**src/rtl/stopwatch_counter_core.sv**
```systemverilog
// Multi-digit stopwatch counter: per-digit modulus (radix or MM:SS), up/down,
// run/stop, load with clamping, clear, and lap freeze of the displayed value.
module stopwatch_counter_core #(
  parameter int unsigned c_DIGITS    = 4,
  parameter int unsigned c_RADIX     = 10,
  parameter int unsigned c_TIME_MODE = 0,
  parameter int unsigned c_WRAP      = 1
) (
  input  logic                  i_CLK,
  input  logic                  i_RST_N,
  input  logic                  i_TICK,
  input  logic                  i_START_STOP,
  input  logic                  i_CLEAR,
  input  logic                  i_DIR,
  input  logic                  i_LOAD,
  input  logic [4*c_DIGITS-1:0] i_LOAD_VAL,
  input  logic                  i_LAP,
  output logic [4*c_DIGITS-1:0] o_COUNT,
  output logic [4*c_DIGITS-1:0] o_DISP,
  output logic                  o_RUNNING,
  output logic                  o_LAPPED,
  output logic                  o_TC
);

  localparam int unsigned W = 4 * c_DIGITS;

  function automatic logic [3:0] dig_max(int unsigned idx);
    if (c_TIME_MODE != 0) return ((idx % 2) == 1) ? 4'd5 : 4'd9;
    return (c_RADIX == 16) ? 4'hF : 4'd9;
  endfunction

  logic [W-1:0] count_q, snap_q;
  logic         run_q, lap_q, tc_q;

  logic [W-1:0] max_val, inc_val, dec_val, load_val;
  logic [W-1:0] count_d;
  logic         run_d, tc_d;
  logic         carry, borrow, at_term, step;

  always_comb begin
    max_val  = '0;
    inc_val  = count_q;
    dec_val  = count_q;
    load_val = i_LOAD_VAL;
    carry    = 1'b1;
    borrow   = 1'b1;
    for (int unsigned i = 0; i < c_DIGITS; i++) begin
      max_val[4*i +: 4] = dig_max(i);
      if (i_LOAD_VAL[4*i +: 4] > dig_max(i)) load_val[4*i +: 4] = dig_max(i);
      if (carry) begin
        if (count_q[4*i +: 4] == dig_max(i)) begin
          inc_val[4*i +: 4] = 4'd0;
        end else begin
          inc_val[4*i +: 4] = count_q[4*i +: 4] + 4'd1;
          carry             = 1'b0;
        end
      end
      if (borrow) begin
        if (count_q[4*i +: 4] == 4'd0) begin
          dec_val[4*i +: 4] = dig_max(i);
        end else begin
          dec_val[4*i +: 4] = count_q[4*i +: 4] - 4'd1;
          borrow            = 1'b0;
        end
      end
    end
  end

  assign at_term = i_DIR ? (count_q == max_val) : (count_q == '0);
  // Step uses the run state before any same-cycle start/stop toggle.
  assign step    = run_q & i_TICK & ~i_CLEAR & ~i_LOAD;

  always_comb begin
    count_d = count_q;
    run_d   = run_q ^ i_START_STOP;
    tc_d    = 1'b0;
    if (i_CLEAR) begin
      count_d = '0;
      run_d   = 1'b0;
    end else if (i_LOAD) begin
      count_d = load_val;
    end else if (step) begin
      if (at_term) begin
        tc_d = 1'b1;
        if (c_WRAP != 0) count_d = i_DIR ? inc_val : dec_val;
        else             run_d   = 1'b0;
      end else begin
        count_d = i_DIR ? inc_val : dec_val;
      end
    end
  end

  always_ff @(posedge i_CLK or negedge i_RST_N) begin
    if (!i_RST_N) begin
      count_q <= '0;
      snap_q  <= '0;
      run_q   <= 1'b0;
      lap_q   <= 1'b0;
      tc_q    <= 1'b0;
    end else begin
      count_q <= count_d;
      run_q   <= run_d;
      tc_q    <= tc_d;
      if (i_CLEAR) begin
        lap_q <= 1'b0;
      end else if (i_LAP) begin
        if (!lap_q) begin
          snap_q <= count_q;
          lap_q  <= 1'b1;
        end else begin
          lap_q  <= 1'b0;
        end
      end
    end
  end

  assign o_COUNT   = count_q;
  assign o_DISP    = lap_q ? snap_q : count_q;
  assign o_RUNNING = run_q;
  assign o_LAPPED  = lap_q;
  assign o_TC      = tc_q;

endmodule

```
**config.mk**
```make
export PLATFORM = sky130hd
export DESIGN_NAME = stopwatch_counter_core
export DESIGN_NICKNAME = d
export VERILOG_FILES = /design/src/rtl/stopwatch_counter_core.sv
export SDC_FILE = /design/constraint.sdc
export NUM_CORES = 1
export LEC_CHECK = 0
export ABC_AREA = 0
export BUFFER_PORTS_ARGS = -buffer_cell sky130_fd_sc_hd__buf_2
export CAP_MARGIN = 20
export CORE_ASPECT_RATIO = 0.8
export CORE_UTILIZATION = 55
export CTS_CLUSTER_DIAMETER = 80
export CTS_CLUSTER_SIZE = 10
export DETAILED_ROUTE_END_ITERATION = 8
export PLACE_DENSITY = 0.81
export REMOVE_ABC_BUFFERS = 1
export SYNTH_ARGS = -nofsm -noshare
export SYNTH_HDL_FRONTEND = slang
export SYNTH_SLANG_ARGS = --single-unit
```
**constraint.sdc**
```tcl
create_clock -name i_CLK -period 2.8 [get_ports i_CLK]
set_input_delay 0 -clock i_CLK [delete_from_list [all_inputs] [get_ports i_CLK]]
set_output_delay 0 -clock i_CLK [all_outputs]
set_load 0.005 [all_outputs]
```
## Word level (Yosys, flattened, before mapping)

Index checks and enable logic that the tools add are counted.

- Input port bits: 24
- Register bits after elaboration: 35
- Output and inout port bits: 35
- Word-level logic and storage cells: 90

- Reductions and logical operators: 14
- Add/subtract/negate cells: 8
- Equality and inequality tests: 8
- Order comparisons: 4
- Bitwise gates (word level): 6
- Muxes and demuxes: 42

Operators with widths:

| cell | count |
|---|---|
| 16-bit 2-to-1 mux | 5 |
| 4-bit 2-to-1 mux | 18 |
| 1-bit 2-to-1 mux | 19 |
| 4-bit by 1-bit adder with 4-bit output, second input constant | 4 |
| 16-bit equality test, second input constant | 1 |
| 4-bit equality test, second input constant | 4 |
| 4-bit > comparator, second input constant | 4 |
| 16-bit logical NOT | 1 |
| 4-bit logical NOT | 4 |
| 4-bit by 1-bit subtractor with 4-bit output, second input constant | 4 |
| 4-bit by 2-bit != test with 1-bit output, second input constant | 3 |
| 4-bit nonzero test | 3 |
| 3-bit AND reduction | 3 |
| 1-bit AND | 3 |
| 3-bit nonzero test | 1 |
| 1-bit inverter | 2 |
| 2-bit AND reduction | 1 |
| 2-bit nonzero test | 1 |
| 1-bit bitwise XOR | 1 |

## Depth between registers and ports, before layout

- Depth after elaboration: 9
- Depth in mapped cells: 7
- Gate-level depth less buffers: 7

## Least setup slack after synthesis

No wires, ideal clock.

- Path kind: register -> register
- Start: register count_q[4] (netlist: o_COUNT[4])
- End: register tc_q (netlist: o_TC)
- Setup time: 101 ps
- Arrival: 2062 ps
- Stages on the path, launching flop included: 8
- Clock period less this slack: 2163 ps
- Buffers on the path: 0
- Required time: 2699 ps
- Slack: 637 ps
- Cell sequence: dfrtp_1 -> inv_1 -> ha_1 -> or3b_4 -> or3_4 -> nor4b_2 -> nor2_1 -> nor4_1

- Cells in the longest elaborated chain, start to end: 6
- Elaborated cells on any way between the ends: 7
- Classes of those cells: eq/ne (1); mux (5); reduce/logical (1)

Ends and longest elaborated chain:

| what | RTL line | text |
|---|---|---|
| start: declaration | 32 | `logic [W-1:0] count_q, snap_q;` |
| start signal: assignment | 101 | `count_q <= count_d;` |
| 16-bit equality test / 16-bit logical NOT (equally long branches) | 69 | `assign at_term = i_DIR ? (count_q == max_val) : (count_q == '0);` |
| 1-bit 2-to-1 mux (*) | 69 |  |
| 1-bit 2-to-1 mux (*) | 83 | `if (at_term) begin` |
| 1-bit 2-to-1 mux (*) | 82 | `end else if (step) begin` |
| 1-bit 2-to-1 mux (*) | 80 | `end else if (i_LOAD) begin` |
| 1-bit 2-to-1 mux (*) | 77 | `if (i_CLEAR) begin` |
| via tc_d | 37 | `logic run_d, tc_d;` |
| end signal: assignment | 103 | `tc_q <= tc_d;` |
| end: declaration | 33 | `logic run_q, lap_q, tc_q;` |

Mark *: on every way through the listed nets, which the timed path passes. The rest lies on a longest branch.
A chain may end at the register's enable or synchronous reset.

## Final worst setup path

- Start: register count_q[4] (netlist: o_COUNT[4])
- End: register count_q[14] (netlist: o_COUNT[14])

- Cells in the longest elaborated chain, start to end: 6
- Elaborated cells on any way between the ends: 11
- Classes of those cells: eq/ne (2); mux (6); reduce/logical (3)

Ends and longest elaborated chain:

| what | RTL line |
|---|---|
| 4-bit equality test / 4-bit logical NOT (equally long branches) | 51, 59 |
| 1-bit 2-to-1 mux (on tied branches) | 51, 59 |
| 1-bit 2-to-1 mux (on tied branches) (2 in a row) | 50, 58 |
| 4-bit by 2-bit != test with 1-bit output (no source line) / 4-bit nonzero test (equally long branches) | - |
| 3-bit AND reduction (no source line) (*) | - |

Mark *: on every way between the ends. The rest lies on a longest branch, timed or not.

==> results.txt <==
Outcome: finished with violations
Violations in the final reports: hold timing
Router iterations before antenna repair: 4
Worst setup path class: reg2reg
Worst max-slew margin expressed relative to the limit: 45.8%
Iter 0 DRT Violations: 295
Maximum root-to-sink buffer count: 2
Hold depth: 3
Most used flip-flop cell after synthesis: sky130_fd_sc_hd__dfrtp_1
Total negative slack for setup checks: 0 ns
Peak clock frequency supported by timing: 424 MHz
Initial antenna violation count: 0
Hold Violations, Final: 1
Final min period: 2.36 ns
Unrepaired setup endpoints after global routing: false
Fraction of final layout cells with drive strength greater than 1: 25.0%
Ant. Diodes: 0
Wire length of the first global-routing pass: 11100 um
I/O Buffers: 58
Post-detailed-route count of antenna-violating nets: 0
Routability-driven placement congestion ratio: 0.890
Leakage dissipation: 1.43 nW
Core Rows: 22
Number of buffers inserted to repair setup after CTS: 0
Clk sinks: 35
Top Ports: 59
Mean instance size in the synthesized netlist: 8.87 um2
Slew at the pin with the worst max-slew slack: 0.812 ns
Core Area: 4600 um2
Seq. cell area: 876 um2
Layout Cell Area excl Fill: 3090 um2
Layout Area Growth over Synthesis: 17.0%
H-tree depth: 2
Crit end category: register
Max-cap violation count: 0
Skew-Pair Late Insertion Delay: 0.29 ns
Cts bufs inserted: 5
Post-route fraction of the period consumed by the critical path: 84.2%
WL final: 6670 um
Proportion of synthesized flip-flops having asynchronous set or reset: 100%
Final Slew Violations: 0
Area after detailed placement: 2950 um2
Type of the tightest min-delay check: in2reg
Post-route worst setup slack: 0.443 ns
Detailed-route DRC error count: 0
Die extent in x: 79.5 um
Sequential area share after synthesis: 33.1%
Maximum number of pins on one net before global-route repair: 36
Number of warnings printed during yosys synthesis: 0
Total GRT Usage: 28.0%
Average vias per placed instance: 6.12
Initial core utilization: 57.5%
Detail-routed net length per standard cell: 16.2 um
Worst Reg2Reg Path Length in Cells: 7
Total of endpoints with negative setup slack in the final report: 0
Type of element launching the critical path: register
CTS tree: built
Vias post-DR: 2520
Flop and latch count out of synthesis: 35
Synthesized area: 2640 um2
Largest fanout on the critical path: 9
Count of flip-flops with a built-in enable after synthesis: 0
Total power per unit cell area: 450 nW/um2
Post-layout nets: 391
Global-route congestion overflow total: 0
Die height: 64.0 um
Vias in the first global route: 2251
Filler cells: 377
Multi-input gate area in the final layout: 1610 um2
Highest-count cells in the layout ignoring fill and taps: sky130_fd_sc_hd__buf_2 (58), sky130_fd_sc_hd__dfrtp_1 (35), sky130_fd_sc_hd__nand2_1 (24)
Most frequent standard cell in the layout excluding fill and tap cells: sky130_fd_sc_hd__buf_2
Arrival time reported for the critical path endpoint: 2.51 ns
Overall die area: 5090 um2
CP Data Required Time: 2.96 ns
Clock-pin slew reported for the worst setup and hold paths after clock tree synthesis: 0.07 ns
Maximum ir drop on the vdd rail: 0.000328 V
Gate count after technology mapping: 298
Worst clock skew: 0.00230 ns
Unique cell type count in the Yosys netlist: 61
HPWL after detailed placement: 4680 um
Worst setup slack before clock tree synthesis: 0.466 ns
CTS Root Cell: sky130_fd_sc_hd__clkbuf_8
Final-layout worst hold slack: -0.000517 ns
==> cells by family (layout without fill, tap and decap cells) <==
kind of cell    Yosys count  in the layout  share of synthesized area (%)
simple gates             90             90                           18.6
compound gates           89             89                           23.2
buf+inv                  39             93                           5.87
flops                    35             35                           33.1
mux                      26             26                           10.9
fa+ha+maj                14             14                           6.63
xor+xnor                  5              5                           1.66
==> routing by layer <==
layer / GRT usage [%] / vias to the layer above / part of all wire [%] / wire, um
li1: - / 1191 / - / -
met1: 41.2 / 1226 / 48 / 3230
met2: 42.2 / 95 / 44 / 2930
met3: 4.86 / 8 / 6.5 / 435
met4: 7.50 / 0 / 1.0 / 70
met5: 0 / - / 0 / 0
==> state kept, by name, summed over array words and instances, names as in the netlist <==
| register | cells |
|---|---|
| snap_q | 16 |
| o_LAPPED | 1 |
| o_RUNNING | 1 |
| o_COUNT | 16 |
| o_TC | 1 |
==> worst paths after layout <==
kind / startpoint / to / slack (ns)
worst max-delay path: o_COUNT[4]$_DFFE_PN0P_ / o_COUNT[14]$_DFFE_PN0P_ / 0.44
worst min-delay path: i_LOAD_VAL[1] / o_COUNT[1]$_DFFE_PN0P_ / -0.0005
worst max register to register: o_COUNT[4]$_DFFE_PN0P_ / o_COUNT[14]$_DFFE_PN0P_ / 0.44
worst min register to register: snap_q[6]$_DFFE_PN0P_ / snap_q[6]$_DFFE_PN0P_ / 0.49
max in group asynchronous: i_RST_N / o_COUNT[0]$_DFFE_PN0P_ / 1.95
min in group asynchronous: i_RST_N / snap_q[14]$_DFFE_PN0P_ / 0.34
==> cells in the mapped netlist, types with 3 or more instances <==
cell	number	area, um2
sky130_fd_sc_hd__a311oi_1	3	26.3
sky130_fd_sc_hd__a21oi_1	17	85.1
sky130_fd_sc_hd__inv_1	18	67.6
sky130_fd_sc_hd__o22ai_1	5	31.3
sky130_fd_sc_hd__nand2b_1	6	37.5
sky130_fd_sc_hd__o21ai_0	17	85.1
sky130_fd_sc_hd__o21ai_1	9	45.0
sky130_fd_sc_hd__buf_2	3	15.0
sky130_fd_sc_hd__ha_1	14	175
sky130_fd_sc_hd__nor3_1	4	20.0
sky130_fd_sc_hd__o32ai_1	3	26.3
sky130_fd_sc_hd__dfrtp_1	35	876
sky130_fd_sc_hd__a31oi_1	5	31.3
sky130_fd_sc_hd__mux2i_1	4	40.0
sky130_fd_sc_hd__mux2_1	12	135
sky130_fd_sc_hd__mux2_2	10	113
sky130_fd_sc_hd__nand3_1	6	30.0
sky130_fd_sc_hd__clkbuf_1	17	63.8
sky130_fd_sc_hd__xnor2_1	4	35.0
sky130_fd_sc_hd__nor2_1	21	78.8
sky130_fd_sc_hd__nand3b_1	4	30.0
sky130_fd_sc_hd__nand2_1	24	90.1
sky130_fd_sc_hd__o211ai_1	3	22.5
sky130_fd_sc_hd__a221oi_1	3	26.3
==> critical path: stages (launching register included) <==
cell and delay (ns):
sky130_fd_sc_hd__dfrtp_1 0.47, sky130_fd_sc_hd__inv_1 0.15, sky130_fd_sc_hd__ha_1 0.18, sky130_fd_sc_hd__or3b_4 0.41, sky130_fd_sc_hd__or3_4 0.43, sky130_fd_sc_hd__o32ai_4 0.20
sky130_fd_sc_hd__mux2i_1 0.29, sky130_fd_sc_hd__a211oi_2 0.10
==> stage by stage <==
step	std cells	hold slack [ns]	power, mW	utilization, %
floorplan	277	-0.296	0.877	-
global route	412	0.0227	1.48	67.3
global placement	399	0.142	1.03	64.2
detailed placement	399	0.137	1.04	64.2
finish	412	-0.000517	1.39	67.3
CTS	412	0.000521	1.40	67.3
==> repair_timing <==
item / in CTS / in global routing
gates resized for setup: 0 / 0
endpoints found under the hold margin: 40 / 0
hold buffers: 7 / 0
==> report_power, final <==
| part | leakage (nW) | internal [mW] | switching, mW |
|---|---|---|---|
| Combinational | 0.935 | 0.195 | 0.213 |
| Clock | 0.0371 | 0.166 | 0.184 |
| Sequential | 0.459 | 0.565 | 0.0688 |
| Total | 1.43 | 0.927 | 0.466 |
==> area by class of cell <==
type	count	share of cell area (%)
tap	60	2.43
inverter	18	2.18
multi-input combinational	224	52.1
sequential	35	28.3
clock buffer	6	2.35
timing repair buffer	69	12.6
Power figures use the tool's default switching activity.
